--- src/rtl/stream_concat_pkg.sv ---
// stream_concat_pkg: shared constants and lane-width helpers for stream_concat_hs.
package stream_concat_pkg;

    localparam int MAX_PORTS = 4;
    localparam int SKEW_W    = 8;

    // widths holds one 32-bit width per lane, lane 0 in the low word; sums lanes 0..n-1
    function automatic int sum_width(input logic [MAX_PORTS*32-1:0] widths, input int n);
        int s;
        s = 0;
        for (int i = 0; i < MAX_PORTS; i++)
            if (i < n) s += int'(widths[32*i +: 32]);
        return s;
    endfunction

endpackage

--- src/rtl/concat_lane_hold.sv ---
// concat_lane_hold: one-deep holding register for a single input lane, with its ready logic.
module concat_lane_hold #(
    parameter int WIDTH = 1
) (
    input  logic             clk,
    input  logic             rst,
    input  logic [WIDTH-1:0] data_i,
    input  logic             vld_i,
    input  logic             join_i,
    output logic             rdy_o,
    output logic             hold_v_o,
    output logic [WIDTH-1:0] data_o
);

    logic             hold_v_q, hold_v_d, load;
    logic [WIDTH-1:0] data_q, data_d;

    assign rdy_o    = ~hold_v_q | join_i;
    assign load     = vld_i & rdy_o;
    assign hold_v_o = hold_v_q;
    assign data_o   = data_q;

    always_comb begin
        hold_v_d = load ? 1'b1 : join_i ? 1'b0 : hold_v_q;
        data_d   = load ? data_i : data_q;
    end

    always_ff @(posedge clk) begin
        if (rst) begin
            hold_v_q <= 1'b0;
            data_q   <= '0;
        end else begin
            hold_v_q <= hold_v_d;
            data_q   <= data_d;
        end
    end

endmodule

--- src/rtl/stream_concat_hs.sv ---
// stream_concat_hs: joins up to four valid/ready lanes into one registered word,
// with lane-skew detection and a downstream beat counter.
module stream_concat_hs
    import stream_concat_pkg::*;
#(
    parameter int PORT_NUM   = 2,
    parameter int IN_WIDTH_0 = 1,
    parameter int IN_WIDTH_1 = 5,
    parameter int IN_WIDTH_2 = 1,
    parameter int IN_WIDTH_3 = 1,
    parameter int OUT_WIDTH  = 6,
    parameter int MAX_SKEW   = 4,
    parameter int CNT_W      = 16
) (
    input  logic                  clk,
    input  logic                  rst,
    input  logic [IN_WIDTH_0-1:0] In0,
    input  logic [IN_WIDTH_1-1:0] In1,
    input  logic [IN_WIDTH_2-1:0] In2,
    input  logic [IN_WIDTH_3-1:0] In3,
    input  logic                  In0_vld,
    input  logic                  In1_vld,
    input  logic                  In2_vld,
    input  logic                  In3_vld,
    output logic                  In0_rdy,
    output logic                  In1_rdy,
    output logic                  In2_rdy,
    output logic                  In3_rdy,
    output logic [OUT_WIDTH-1:0]  Dout,
    output logic                  Dout_vld,
    input  logic                  Dout_rdy,
    input  logic                  Clr_err,
    output logic                  Skew_err,
    output logic [CNT_W-1:0]      Beat_cnt
);

    localparam logic [MAX_PORTS*32-1:0] WIDTHS =
        {32'(IN_WIDTH_3), 32'(IN_WIDTH_2), 32'(IN_WIDTH_1), 32'(IN_WIDTH_0)};
    localparam int TOTAL_W = sum_width(WIDTHS, MAX_PORTS);
    localparam logic [SKEW_W-1:0] SKEW_MAX = SKEW_W'(MAX_SKEW);

    logic [TOTAL_W-1:0]   lane_in, lane_hold;
    logic [MAX_PORTS-1:0] in_vld, in_rdy, hold_v;
    logic                 join_w, out_free, partial, unused_ok;
    logic [OUT_WIDTH-1:0] dout_q, dout_d;
    logic                 dout_vld_q, dout_vld_d, skew_err_q, skew_err_d;
    logic [SKEW_W-1:0]    skew_cnt_q, skew_cnt_d;
    logic [CNT_W-1:0]     beat_cnt_q, beat_cnt_d;

    if (PORT_NUM < 1 || PORT_NUM > MAX_PORTS || MAX_SKEW < 1 || MAX_SKEW > 255 ||
        OUT_WIDTH != sum_width(WIDTHS, PORT_NUM)) begin : g_bad_cfg
        $error("stream_concat_hs: invalid PORT_NUM/MAX_SKEW or OUT_WIDTH != sum of active lane widths");
    end

    assign lane_in = {In3, In2, In1, In0};
    assign in_vld  = {In3_vld, In2_vld, In1_vld, In0_vld};
    assign {In3_rdy, In2_rdy, In1_rdy, In0_rdy} = in_rdy;
    assign unused_ok = ^{lane_in, in_vld, lane_hold};

    // lanes share one packed bus so lane k sits at the sum of the widths below it
    for (genvar k = 0; k < MAX_PORTS; k++) begin : g_lane
        localparam int W   = int'(WIDTHS[32*k +: 32]);
        localparam int OFF = sum_width(WIDTHS, k);
        if (k < PORT_NUM) begin : g_on
            concat_lane_hold #(.WIDTH(W)) u_hold (
                .clk      (clk),
                .rst      (rst),
                .data_i   (lane_in[OFF +: W]),
                .vld_i    (in_vld[k]),
                .join_i   (join_w),
                .rdy_o    (in_rdy[k]),
                .hold_v_o (hold_v[k]),
                .data_o   (lane_hold[OFF +: W])
            );
        end else begin : g_off
            assign in_rdy[k]           = 1'b0;
            assign hold_v[k]           = 1'b0;
            assign lane_hold[OFF +: W] = '0;
        end
    end

    assign out_free = ~dout_vld_q | Dout_rdy;
    assign join_w   = &hold_v[PORT_NUM-1:0] & out_free;
    assign partial  = |hold_v & ~&hold_v[PORT_NUM-1:0];

    always_comb begin
        dout_d     = join_w ? lane_hold[OUT_WIDTH-1:0] : dout_q;
        dout_vld_d = join_w | (dout_vld_q & ~Dout_rdy);
        skew_cnt_d = ~partial ? '0 : (skew_cnt_q == SKEW_MAX) ? skew_cnt_q : skew_cnt_q + 1'b1;
        skew_err_d = (skew_cnt_d == SKEW_MAX) | (skew_err_q & ~Clr_err);
        beat_cnt_d = beat_cnt_q + CNT_W'(dout_vld_q & Dout_rdy);
    end

    always_ff @(posedge clk) begin
        if (rst) begin
            dout_q     <= '0;
            dout_vld_q <= 1'b0;
            skew_cnt_q <= '0;
            skew_err_q <= 1'b0;
            beat_cnt_q <= '0;
        end else begin
            dout_q     <= dout_d;
            dout_vld_q <= dout_vld_d;
            skew_cnt_q <= skew_cnt_d;
            skew_err_q <= skew_err_d;
            beat_cnt_q <= beat_cnt_d;
        end
    end

    assign Dout     = dout_q;
    assign Dout_vld = dout_vld_q;
    assign Skew_err = skew_err_q;
    assign Beat_cnt = beat_cnt_q;

endmodule

--- config.mk ---
export PLATFORM = sky130hd
export DESIGN_NAME = stream_concat_hs
export DESIGN_NICKNAME = d
export VERILOG_FILES = /design/src/rtl/stream_concat_pkg.sv /design/src/rtl/concat_lane_hold.sv /design/src/rtl/stream_concat_hs.sv
export SDC_FILE = /design/constraint.sdc
export NUM_CORES = 1
export LEC_CHECK = 0
export CAP_MARGIN = 20
export CORE_ASPECT_RATIO = 0.9
export CORE_MARGIN = 3
export CORE_UTILIZATION = 39
export CTS_CLUSTER_SIZE = 28
export DETAILED_ROUTE_END_ITERATION = 10
export MAX_ROUTING_LAYER = met4
export PLACE_DENSITY = 0.68
export SKIP_CTS_REPAIR_TIMING = 1
export SYNTH_ARGS = -nofsm -noshare
export SYNTH_HDL_FRONTEND = slang
export SYNTH_HIERARCHICAL = 1
export SYNTH_SLANG_ARGS = --single-unit
--- constraint.sdc ---
create_clock -name clk -period 3.5 [get_ports clk]
set_input_delay 0.7 -clock clk [delete_from_list [all_inputs] [get_ports clk]]
set_output_delay 0.7 -clock clk [all_outputs]
set_load 0.01 [all_outputs]
==> metrics.cfg <==
[setup_path]
critical_path_class=in -> out
crit_arrival_ps=2500
required_ps=2800
start_kind=input port
path_max_fanout=12
end_kind=primary output

[status]
status=completed

[power_and_ir_drop]
p_switching_mw=0.203
power.leakage_nw=0.845
p_clk_share_pct=36.8
power_mw=0.863
intPower_mw=0.660
combPwrFrac_pct=8.4
swShare_pct=23.5
seqPwrFrac_pct=54.8
powerDensity_mw_per_mm2=377
ir_worst_vdd_uv=272

[grt]
met1_usage_pct=17.6
first_global_vias=1292
grt-busiest-layer=met2
grt_overflow=0
gr-usage-all-layers_pct=13.0
met2_usage_pct=19.0
grt_max_degree=34
grt_pass1_wl_mm=5.73
grt_use_met3_pct=3.74
grt_antenna_before_repair=0

[finish]
seq_area_um2=801
area_growth_pct=28.0
n_fill_cell=431
layout.nets=256
final_area_mm2=0.00229
drive_gt1_share_pct=7.63
multi_input_area_um2=910
utilization_pct=54.0
n_antenna_cell=0

[die]
boundaryPins=44
dieArea_mm2=0.00543
core_mm2=0.00424
die_height_um=70.2
start_util_pct=42.1
die_w_um=77.3
rows=22

[yosys]
ys_ff_latch=40
ys.warnings.count=6
yosysUniqueCellTypes=35
synth_area_mm2=0.00179
synthCells=197
synth_edf_count=0
synthFlopType=dfxtp_1
syn_area_per_cell_um2=9.07
synthArstFlopShare_pct=0
ys_seq_area_share_pct=44.8

[clocking]
cts-root-buf=clkbuf_8
cts_num_sinks=40
cts_buffers=5
htree_levels=2
cts_buffer_depth=2
insertion_delay_ps=280
cts_tree=yes
clk_pin_slew_ps=70

[drt]
route.detailed.drc=0
firstDrtPassIters=4
drt_iter0_drc=27
num_vias=1413
wl_per_cell_um=11.1
viasPerCell=4.77
ant_nets=0
postRouteWirelength_mm=3.27

[timing]
rsz0062_at_grt=false
final_hold_viol_count=0
skew_ps=5.66
post-route-period-util_pct=91.3
fin_crit_ps=3200
tns_ps=0
max_freq_mhz=313
setup_viol=0
slew_violations=0

[placed_design]
numPortBuffers=37
hpwl_mm=2.38
place_area_mm2=0.00219
gp_congestion=0.778

[worst_hold_path]
hp-class=reg -> reg

[job]
drv_cap=0

==> per-stage QoR <==
step                hold slack, ps  worst slack, ps  std cells
detailed placement             452              288        288
finish                         459              303        296
global placement               444              299        288
CTS                            462              283        296
floorplan                      429             1390        198
global route                   487              187        296
==> per-layer routing <==
layer | wire length (µm) | vias to the layer above
li1 | - | 737
met1 | 1670 | 637
met2 | 1430 | 34
met3 | 146 | 5
met4 | 28 | 0
met5 | 0 | -
==> power by group through the flow <==
stage	clock [mW]	combinational [mW]	sequential, mW
3_3_place_gp	0	0.0720	0.483
4_1_cts	0.331	0.0733	0.473
3_5_place_dp	0	0.0728	0.483
6_report	0.317	0.0727	0.473
2_1_floorplan	0	0.0471	0.482
5_1_grt	0.351	0.0803	0.475
==> cells in the final DEF, fill, tap and decap left out, drive strengths merged, types with 2 or more instances in the layout <==
cell,n
xnor2,4
dfxtp,40
a31oi,3
nand3,17
nand4,2
nand2b,5
o21ai,2
a21bo,6
nor2,23
and2,4
nand2,19
clkinvlp,2
ha,5
or3,2
nor2b,2
inv,7
clkdlybuf4s50,37
clkbuf,6
xor2,16
and3,5
a21oi,19
conb,2
==> state kept, by name, indices dropped and copies added (netlist names) <==
signal                       cells
Beat_cnt                        16
skew_cnt_q                       8
Dout                             6
g_lane.g_on.u_hold/data_o        6
g_lane.g_on.u_hold/hold_v_o      2
Dout_vld                         1
Skew_err                         1
==> cell families (layout without fill, tap and decap cells) <==
family | count (synthesis) | count (layout) | share of synthesized area (%)
and+or+nand+nor | 83 | 83 | 24.9
DFF | 40 | 40 | 44.8
AOI/OAI and AO/OA | 33 | 33 | 12.3
xor gates and xnor gates | 20 | 20 | 9.80
buffers and inverters | 15 | 53 | 4.48
adders and majority gates | 5 | 5 | 3.50
other | 1 | 2 | 0.210
==> synth_stat cells (3+ instances only) <==
cell type | count | area share, %
a21bo_1 | 6 | 3.4
a21oi_1 | 18 | 5.0
a31oi_1 | 3 | 1.1
and2_1 | 3 | 1.1
and3_1 | 4 | 1.4
clkbuf_1 | 3 | 0.63
dfxtp_1 | 40 | 45
ha_1 | 5 | 3.5
inv_1 | 7 | 1.5
nand2_1 | 18 | 3.8
nand2b_1 | 3 | 1.1
nand3_1 | 17 | 4.8
nor2_1 | 23 | 4.8
xnor2_1 | 4 | 2.0
xor2_1 | 16 | 7.8
==> worst max-delay path, stage by stage <==
cell	delay, ps
clkdlybuf4s50_1	470
nand2b_1	130
nand2_1	160
inv_1	220
nand2b_4	250
clkdlybuf4s50_1	560
==> area by class of cell <==
type | count | share of cell area, %
clock buffer | 6 | 3.61
clock inverter | 2 | 0.656
inverter | 7 | 1.15
multi-input combinational | 143 | 39.8
sequential | 40 | 35.0
tap | 60 | 3.28
timing repair buffer | 38 | 16.5
==> worst paths after layout <==
kind | startpoint | endpoint | slack (ps) | cells after the start
setup / recovery | Dout_rdy | In1_rdy | 300 | 6
hold / removal | Dout[3] | Dout[3] | 460 | 2
setup reg to reg | g_lane[1].g_on.u_hold/hold_v_o | Skew_err | 1840 | 6
hold reg to reg | Dout[3] | Dout[3] | 460 | 2
Note: power is estimated with default switching activity, not from simulation.
